**config.mk**
```make
export PLATFORM = sky130hd
export DESIGN_NAME = axil_cmd_master
export DESIGN_NICKNAME = d
export VERILOG_FILES = /design/src/rtl/axil_cmd_master.sv
export SDC_FILE = /design/constraint.sdc
export NUM_CORES = 1
export LEC_CHECK = 0
export CAP_MARGIN = 20
export CORE_MARGIN = 8
export CORE_UTILIZATION = 63
export CTS_CLUSTER_DIAMETER = 120
export DETAILED_ROUTE_END_ITERATION = 8
export DONT_BUFFER_PORTS = 1
export GPL_TIMING_DRIVEN = 0
export PLACE_DENSITY = 0.79
export SYNTH_ARGS = -nofsm -noshare
export SYNTH_HDL_FRONTEND = slang
export SYNTH_SLANG_ARGS = --single-unit
```
**constraint.sdc**
```tcl
create_clock -name axi_aclk -period 4.9 [get_ports axi_aclk]
set_input_delay 0.735 -clock axi_aclk [delete_from_list [all_inputs] [get_ports axi_aclk]]
set_output_delay 0.735 -clock axi_aclk [all_outputs]
set_load 0.005 [all_outputs]
```
**src/rtl/axil_cmd_master.sv**
```systemverilog
// Single-outstanding AXI4-Lite master: turns one command into one single-beat AXI
// write or read and returns the captured response, its latency and timeout status.
module axil_cmd_master #(
    parameter int          C_AXI_DATA_WIDTH = 32,
    parameter int          C_AXI_ADDR_WIDTH = 16,
    parameter int unsigned TIMEOUT_CYCLES   = 256
) (
    input  logic                          axi_aclk,
    input  logic                          axi_areset,
    input  logic                          cmd_valid,
    output logic                          cmd_ready,
    input  logic                          cmd_write,
    input  logic [C_AXI_ADDR_WIDTH-1:0]   cmd_addr,
    input  logic [C_AXI_DATA_WIDTH-1:0]   cmd_wdata,
    input  logic [C_AXI_DATA_WIDTH/8-1:0] cmd_wstrb,
    output logic                          rsp_valid,
    input  logic                          rsp_ready,
    output logic [C_AXI_DATA_WIDTH-1:0]   rsp_rdata,
    output logic [1:0]                    rsp_resp,
    output logic [15:0]                   rsp_latency,
    output logic                          timeout_flag,
    output logic [C_AXI_ADDR_WIDTH-1:0]   m_axi_awaddr,
    output logic [2:0]                    m_axi_awprot,
    output logic                          m_axi_awvalid,
    input  logic                          m_axi_awready,
    output logic [C_AXI_DATA_WIDTH-1:0]   m_axi_wdata,
    output logic [C_AXI_DATA_WIDTH/8-1:0] m_axi_wstrb,
    output logic                          m_axi_wvalid,
    input  logic                          m_axi_wready,
    input  logic [1:0]                    m_axi_bresp,
    input  logic                          m_axi_bvalid,
    output logic                          m_axi_bready,
    output logic [C_AXI_ADDR_WIDTH-1:0]   m_axi_araddr,
    output logic [2:0]                    m_axi_arprot,
    output logic                          m_axi_arvalid,
    input  logic                          m_axi_arready,
    input  logic [C_AXI_DATA_WIDTH-1:0]   m_axi_rdata,
    input  logic [1:0]                    m_axi_rresp,
    input  logic                          m_axi_rvalid,
    output logic                          m_axi_rready
);

    // state | meaning
    // IDLE  | cmd_ready high, waiting for a command
    // WR    | AW and W channels outstanding, each retired independently
    // WB    | both write handshakes done, waiting for B
    // RA    | AR channel outstanding
    // RD    | waiting for R
    // RSP   | response presented until rsp_ready
    typedef enum logic [2:0] {IDLE, WR, WB, RA, RD, RSP} state_t;

    state_t      state;
    logic        aw_hs, w_hs, b_hs, ar_hs, r_hs;
    logic        busy, resp_hs, aw_done, w_done;
    logic [15:0] lat_inc;

    assign m_axi_awprot = 3'b000;
    assign m_axi_arprot = 3'b000;

    assign aw_hs   = m_axi_awvalid & m_axi_awready;
    assign w_hs    = m_axi_wvalid & m_axi_wready;
    assign b_hs    = m_axi_bvalid & m_axi_bready;
    assign ar_hs   = m_axi_arvalid & m_axi_arready;
    assign r_hs    = m_axi_rvalid & m_axi_rready;
    assign aw_done = !m_axi_awvalid || aw_hs;
    assign w_done  = !m_axi_wvalid || w_hs;
    assign busy    = (state == WR) || (state == WB) || (state == RA) || (state == RD);
    assign resp_hs = ((state == WB) && b_hs) || ((state == RD) && r_hs);
    assign lat_inc = (rsp_latency == 16'hFFFF) ? rsp_latency : rsp_latency + 16'd1;

    always_ff @(posedge axi_aclk or posedge axi_areset) begin
        if (axi_areset) begin
            state         <= IDLE;
            cmd_ready     <= 1'b0;
            rsp_valid     <= 1'b0;
            rsp_rdata     <= '0;
            rsp_resp      <= 2'b00;
            rsp_latency   <= 16'd0;
            timeout_flag  <= 1'b0;
            m_axi_awaddr  <= '0;
            m_axi_awvalid <= 1'b0;
            m_axi_wdata   <= '0;
            m_axi_wstrb   <= '0;
            m_axi_wvalid  <= 1'b0;
            m_axi_bready  <= 1'b0;
            m_axi_araddr  <= '0;
            m_axi_arvalid <= 1'b0;
            m_axi_rready  <= 1'b0;
        end else begin
            case (state)
                IDLE: begin
                    if (cmd_valid && cmd_ready) begin
                        cmd_ready    <= 1'b0;
                        timeout_flag <= 1'b0;
                        rsp_latency  <= 16'd0;
                        if (cmd_write) begin
                            m_axi_awaddr  <= cmd_addr;
                            m_axi_wdata   <= cmd_wdata;
                            m_axi_wstrb   <= cmd_wstrb;
                            m_axi_awvalid <= 1'b1;
                            m_axi_wvalid  <= 1'b1;
                            state         <= WR;
                        end else begin
                            m_axi_araddr  <= cmd_addr;
                            m_axi_arvalid <= 1'b1;
                            state         <= RA;
                        end
                    end else begin
                        cmd_ready <= 1'b1;
                    end
                end
                WR: begin
                    if (aw_hs) m_axi_awvalid <= 1'b0;
                    if (w_hs)  m_axi_wvalid  <= 1'b0;
                    // a low valid in WR means that channel has already handshaken
                    if (aw_done && w_done) begin
                        m_axi_bready <= 1'b1;
                        state        <= WB;
                    end
                end
                WB: begin
                    if (b_hs) begin
                        rsp_resp     <= m_axi_bresp;
                        rsp_rdata    <= '0;
                        m_axi_bready <= 1'b0;
                        rsp_valid    <= 1'b1;
                        state        <= RSP;
                    end
                end
                RA: begin
                    if (ar_hs) begin
                        m_axi_arvalid <= 1'b0;
                        m_axi_rready  <= 1'b1;
                        state         <= RD;
                    end
                end
                RD: begin
                    if (r_hs) begin
                        rsp_rdata    <= m_axi_rdata;
                        rsp_resp     <= m_axi_rresp;
                        m_axi_rready <= 1'b0;
                        rsp_valid    <= 1'b1;
                        state        <= RSP;
                    end
                end
                RSP: begin
                    if (rsp_ready) begin
                        rsp_valid <= 1'b0;
                        state     <= IDLE;
                    end
                end
                default: state <= IDLE;
            endcase

            // the count includes the response handshake cycle, then freezes in RSP
            if (busy) begin
                rsp_latency <= lat_inc;
                if (!resp_hs && ({16'd0, lat_inc} >= TIMEOUT_CYCLES))
                    timeout_flag <= 1'b1;
            end
        end
    end

endmodule

```
==> results.md <==
* Outcome: finished, final reports clean
* Simple-gate portion of the synthesized area at 12.62%
* Crit Reg-Reg Endpoint: timeout_flag
* CORE AREA at between 8000 and 9000 sq um
* Sequential fraction of the synthesis area at between 50% and 60%
* Hpwl dp at between 10,000 and 15,000 um
* Cts repair resizes at 0
* Die H at 110.0 um
* Xor/xnor share of the synthesized area at 0.4492%
* Diode count at 0
* Clock transition at path regs at 0.06 ns
* Average size of a mapped cell at between 10 and 15 sq um
* Largest family of logic cells by synthesized area: multiplexers
* Top FF cell, synth: dfrtp_1
* Site Rows at 34
* Final setup skew at roughly 0.0066 ns
* Total global routing overflow at 0
* Worst setup path category: reg -> reg
* Period utilization at between 40% and 50%
* Adder-cell share of the synthesized area at 0.2246%
* RR Startpoint: rsp_latency[1]
* Crit path max fanout at 6
* Most frequent cells in the layout: dfrtp_1 (129), nand2_1 (93), mux2_2 (73)
* Power per cell area at between 600 and 700 nW/um^2
* Slew margin rel. at 60.33%
* Max IR drop VDD at roughly 0.42 mV
* Post-DR vias/cell at between 6 and 7
* Unique masters post-synth at 54
* Count of final hold-check violations at 0
* Unrepaired setup endpoints after global routing: false
* Synth Area in Compound Gates at between 8 and 9%
* Vias in the first global route at between 3,000 and 4,000
* CTS Buf Count at 17
* Die width at 110.0 um
* Required time of the worst setup path at between 5 and 6 ns
* GP Congestion at approximately 0.83
* Startpoint types: flop
* Setup TNS at 0 ns
* Crit. End Element: flop
* YS warnings at 0
* Pre-antenna DRT Iters at 5
* GRT Resource Usage Total at ~23%
* Sink Count at around 130
* # H-tree levels at 4
* Commonest non-fill, non-tap cell in the layout: dfrtp_1
* Routed via count at approximately 3,800
* Initial antenna violation count at 0
* Register-to-Register Path Depth at 6
* Largest net degree at the start of global routing at a little under 70
* Hold Crit Class: in -> async
* Leakage at about 0.0028 uW
* Clk_lat worst skew at between 0.5 and 0.6 ns
* # DRC at 0
* Final Core Density at between 70% and 80%
* # port buffers at 0
* CTS tree: done
* Max-cap violations at 0
* Cts hold-fix bufs at 0
* Setup Buffers After CTS at 0
* R2r setup slk at 2.55 ns
* Wire per inst at around 22 um
* Share of layout cells above drive strength 1 at between 20 and 30%
* Initial Util at between 60 and 70%
* #FFs+latches synth at around 130
* Synth-to-layout area growth at 14.56%
* Die footprint at approximately 12,000 sq um
* NumNets Final at ~610
* Final Max Tran Viols at 0
* Global-route wire length before repair at between 20,000 and 25,000 um
* # fillers at 592
* Arrival @ worst endpoint at 2.71 ns
* Syn Inst Count at 482
* Max Buffers Root-to-Sink at 2
* DR iter-0 viols at approximately 200
* CTS root buffer: clkbuf_8
* Crit path time final at approximately 2.3 ns
* Post-synth EDFFs at 0
* Post-Route WL at around 14,000 um
* FMAX at about 430 MHz
* Worst slew pin tran at between 0.5 and 0.6 ns
* Antenna Nets Post-Route at 0
* Mux share of post-synthesis cell area at 16.19%
* Num ports at 230
* Syn Std Cell Area at 5570 sq um
* Final setup viols at 0
* Async SR Flop Fraction at 100.0%
## per-layer routing
metal | GRT usage [%] | routed length [um] | share of wire [%] | up-vias
met5 | 0 | 0 | 0 | -
met4 | 7.136 | 181 | 1.3 | 0
met3 | 10.70 | 1544 | 11 | 17
met2 | 39.34 | 7462 | 53 | 175
met1 | 24.27 | 4811 | 34 | 1843
li1 | - | - | - | 1732
## area by class of cell
cell class,count,area (sq um),area share [%]
Buffer,32,167.7,2.627
Clock buffer,19,441.7,6.922
Clock inverter,12,182.7,2.863
Inverter,8,35.03,0.5490
Multi-Input combinational cell,318,2163,33.90
Sequential cell,129,3228,50.59
Tap cell,108,135.1,2.118
Timing Repair Buffer,1,27.53,0.4314
## synth_stat cells (2+ instances only)
| cell type | n | share of area [%] |
|---|---|---|
| dfrtp_1 | 129 | 58 |
| nand2_1 | 93 | 6.3 |
| mux2_2 | 73 | 15 |
| o21ai_0 | 47 | 4.2 |
| clkbuf_1 | 13 | 0.88 |
| buf_2 | 10 | 0.90 |
| nor2_1 | 9 | 0.61 |
| a21oi_1 | 8 | 0.72 |
| inv_1 | 8 | 0.54 |
| mux2i_1 | 8 | 1.4 |
| buf_4 | 7 | 0.94 |
| nand3_1 | 7 | 0.63 |
| a31oi_1 | 4 | 0.45 |
| nor3_1 | 4 | 0.36 |
| a311oi_1 | 3 | 0.47 |
| nand4_1 | 3 | 0.34 |
| nand4_2 | 3 | 0.67 |
| o31ai_1 | 3 | 0.40 |
| or3_1 | 3 | 0.34 |
| a211oi_1 | 2 | 0.27 |
| a21boi_0 | 2 | 0.27 |
| a21o_1 | 2 | 0.27 |
| a41oi_1 | 2 | 0.31 |
| and2_1 | 2 | 0.22 |
| and3_1 | 2 | 0.22 |
| nand2_2 | 2 | 0.22 |
| nand2b_1 | 2 | 0.22 |
| nand3_2 | 2 | 0.36 |
| nand4b_1 | 2 | 0.31 |
| nor2_2 | 2 | 0.22 |
| nor4_1 | 2 | 0.22 |
## where the power goes
part           switching [uW]  leakage [uW]  internal [uW]
logic                     484      0.000870            445
clock network             463      0.000297            853
registers                 413       0.00164           1500
## critical path, cell delays in order, from the launching register on
cell and delay [ns]:
dfrtp_1 0.45, ha_1 0.24, nand4_2 0.20, nor3_1 0.47, mux2_2 0.39, a211oi_1 0.29, a41oi_1 0.17
## per-stage QoR
step	hold slack [ns]	power, uW	area, sq um	cells	setup slack [ns]
global route	0.1709	4382	6381	627	2.349
CTS	0.1520	4195	6381	627	2.524
floorplan	0.4679	2537	5589	487	0.7240
finish	0.1453	4157	6381	627	2.551
global placement	0.5052	2792	5724	595	-0.3739
detailed placement	0.5098	2867	5757	596	2.565
## logic make-up after synthesis
logic type               Yosys count
AO/OA/AOI/OAI                     83
multiplexers                      81
XOR/XNOR                           2
other                              1
adder cells (fa/ha/maj)            1
buffers and inverters             40
flip-flops                       129
AND/OR/NAND/NOR                  145
## sequential cells by signal (all words and copies together), names as in the netlist, 2 cells and up
register,count
m_axi_araddr,16
m_axi_awaddr,16
m_axi_wdata,32
m_axi_wstrb,4
rsp_latency,16
rsp_rdata,32
rsp_resp,2
state,3
## worst max-delay path by stage
stage,startpoint,endpoint,slack [ns],depth (start not counted)
4_1_cts,state[2],m_axi_araddr[2],2.52,6
2_1_floorplan,axi_areset,cmd_ready,0.72,1
6_report,rsp_latency[1],timeout_flag,2.55,6
3_5_place_dp,state[2],m_axi_araddr[2],2.56,6
3_3_place_gp,axi_areset,m_axi_wdata[9],-0.37,1
5_1_grt,rsp_latency[1],timeout_flag,2.35,6
Note: power is estimated with default switching activity, not from simulation.
==> RTL change: new RTL, same flow settings <==
The parameter `TIMEOUT_CYCLES` goes from 256 to 192.
--- a/src/rtl/axil_cmd_master.sv
+++ b/src/rtl/axil_cmd_master.sv
@@ -3,7 +3,7 @@
 module axil_cmd_master #(
     parameter int          C_AXI_DATA_WIDTH = 32,
     parameter int          C_AXI_ADDR_WIDTH = 16,
-    parameter int unsigned TIMEOUT_CYCLES   = 256
+    parameter int unsigned TIMEOUT_CYCLES   = 192
 ) (
     input  logic                          axi_aclk,
     input  logic                          axi_areset,
Formal check against the unedited RTL: no difference found for any inputs over 4 cycles, from zero or initial values and one cycle with axi_areset high; that may be too few to reach the edited logic, so the function may still have changed.
==> RTL change against the unedited design <==
Clock skew up 0.0061 ns. Via count up 5.4%. Die area up 0.81%. Setup slack worse by 0.22 ns. Maximum frequency down 8.6%. Sequential cell count unchanged. Design area down 0.25%. Power up 0.62%. Routed wire length up 2.2%. Hold slack worse by 0.059 ns. Global-route usage up 0.33 points. Area after synthesis up 0.94%. Synthesized cell count up 2.9%. Critical path type unchanged. Critical endpoint is now m_axi_araddr[6]. Largest cell class unchanged. Largest power group unchanged.
==> RTL change: results (changes against the unedited design) <==
Status: completed (unchanged)
Repair and plain buffers: 34 (was 33)
GR Util met2: 40.1% (was 39.3%)
Highest routed layer: met4 (unchanged)
Die Wd: 110 um (about the same)
Clock-cell share: 8.73% (was 9.78%)
CP max FO: 10 (was 6)
Placed instance area: 5810 um^2 (was 5760 um^2)
Clkbuf count: 18 (was 19)
Met3 Use GR: 12.9% (was 10.7%)
Slowest cell delay on critical path: 0.66 ns (was 0.47 ns)
Gp weighted congestion: 0.920 (was 0.830)
Max IR drop VDD: 0.441 mV (was 0.418 mV)
Met2 Wirelength: 7580 um (was 7460 um)
Min Clock Period, post-route: 2.57 ns (was 2.35 ns)
Multi-input combinational gate total: 333 (was 318)
Vias in the first global route: 4,105 (was 3,959)
Hpwl dp: 10,500 um (was 10,400 um)
Routed met3 length: 1820 um (was 1540 um)
Filler cells: 591 (was 592)
Post-synthesis sequential area ratio: 57.4% (was 58.0%)
Sequential cell area share: 50.7% (was 50.6%)
Worst relative slew slack: 47.6% (was 60.3%)
Cell Count, Final, Fillers Out: 641 (was 627)
FF-to-FF path depth: 6 (unchanged)
Compound-Gate Fraction of Synth Area: 9.43% (was 8.94%)
Largest net degree at the start of global routing: 88 (was 69)
CP max stage cell: nor2_1 (was nor3_1)
CP arrival: 2.95 ns (was 2.71 ns)
Signal buf overhead: 2.91% (was 3.06%)
Flop2flop setup slack: 2.33 ns (was 2.55 ns)
Leakage: 2.77 nW (was 2.81 nW)
Grt met1 use: 22.9% (was 24.3%)
Synth Area in XOR/XNOR: 0.779% (was 0.449%)
Gr usage total: 23.1% (was 22.8%)
Multi-input logic portion of the cell area: 35.1% (was 33.9%)
Worst R2R Start: state[1] (was rsp_latency[1])
Largest cells by area after synthesis: dfrtp_1, mux2_2, nand2_1, o21ai_0, mux2i_1 (unchanged)
Layout cells sized above 1: 24.2% (was 27.0%)
Hold Slack: 0.0861 ns (was 0.145 ns)
DR vias/cell: 6.20 (was 6.01)
Mux contribution to synthesized area: 15.7% (was 16.2%)
Inverters: 6 (was 8)
Mean routed wirelength per cell: 22.3 um (about the same)
Critical Path End: m_axi_araddr[6] (was timeout_flag)
Yosys cell types: 57 (was 54)
Synth Area in Adders: 0.223% (was 0.225%)
M1 wire length: 4710 um (was 4810 um)
Syn avg cell area: 11.3 um^2 (was 11.6 um^2)
Most frequent cells after synthesis: dfrtp_1, nand2_1, mux2_2 (unchanged)
Initial DRC count: 312 (was 196)
## RTL change: power by group
part	total [W]	switching, W	internal (W)
Clock	0.00117	0.000475	0.000694
Sequential	0.00198	0.000457	0.00153
Combinational	0.00103	0.000544	0.000486
## RTL change: how the worst min path moves through the flow
stage / from / endpoint / cells after the start
after global routing: axi_areset / m_axi_araddr[10] / 1
after global placement: rsp_rdata[24] / rsp_rdata[24] / 2
after floorplan: rsp_rdata[0] / rsp_rdata[0] / 2
after detailed placement: rsp_rdata[24] / rsp_rdata[24] / 2
after CTS: axi_areset / m_axi_awaddr[1] / 1
final: axi_areset / m_axi_awaddr[1] / 1
## RTL change: logic make-up after synthesis
logic type | after synthesis
DFF | 129
and+or+nand+nor | 157
buffers and inverters | 39
xor gates and xnor gates | 5
muxes | 79
AOI/OAI and AO/OA | 85
other | 1
adders and majority gates | 1
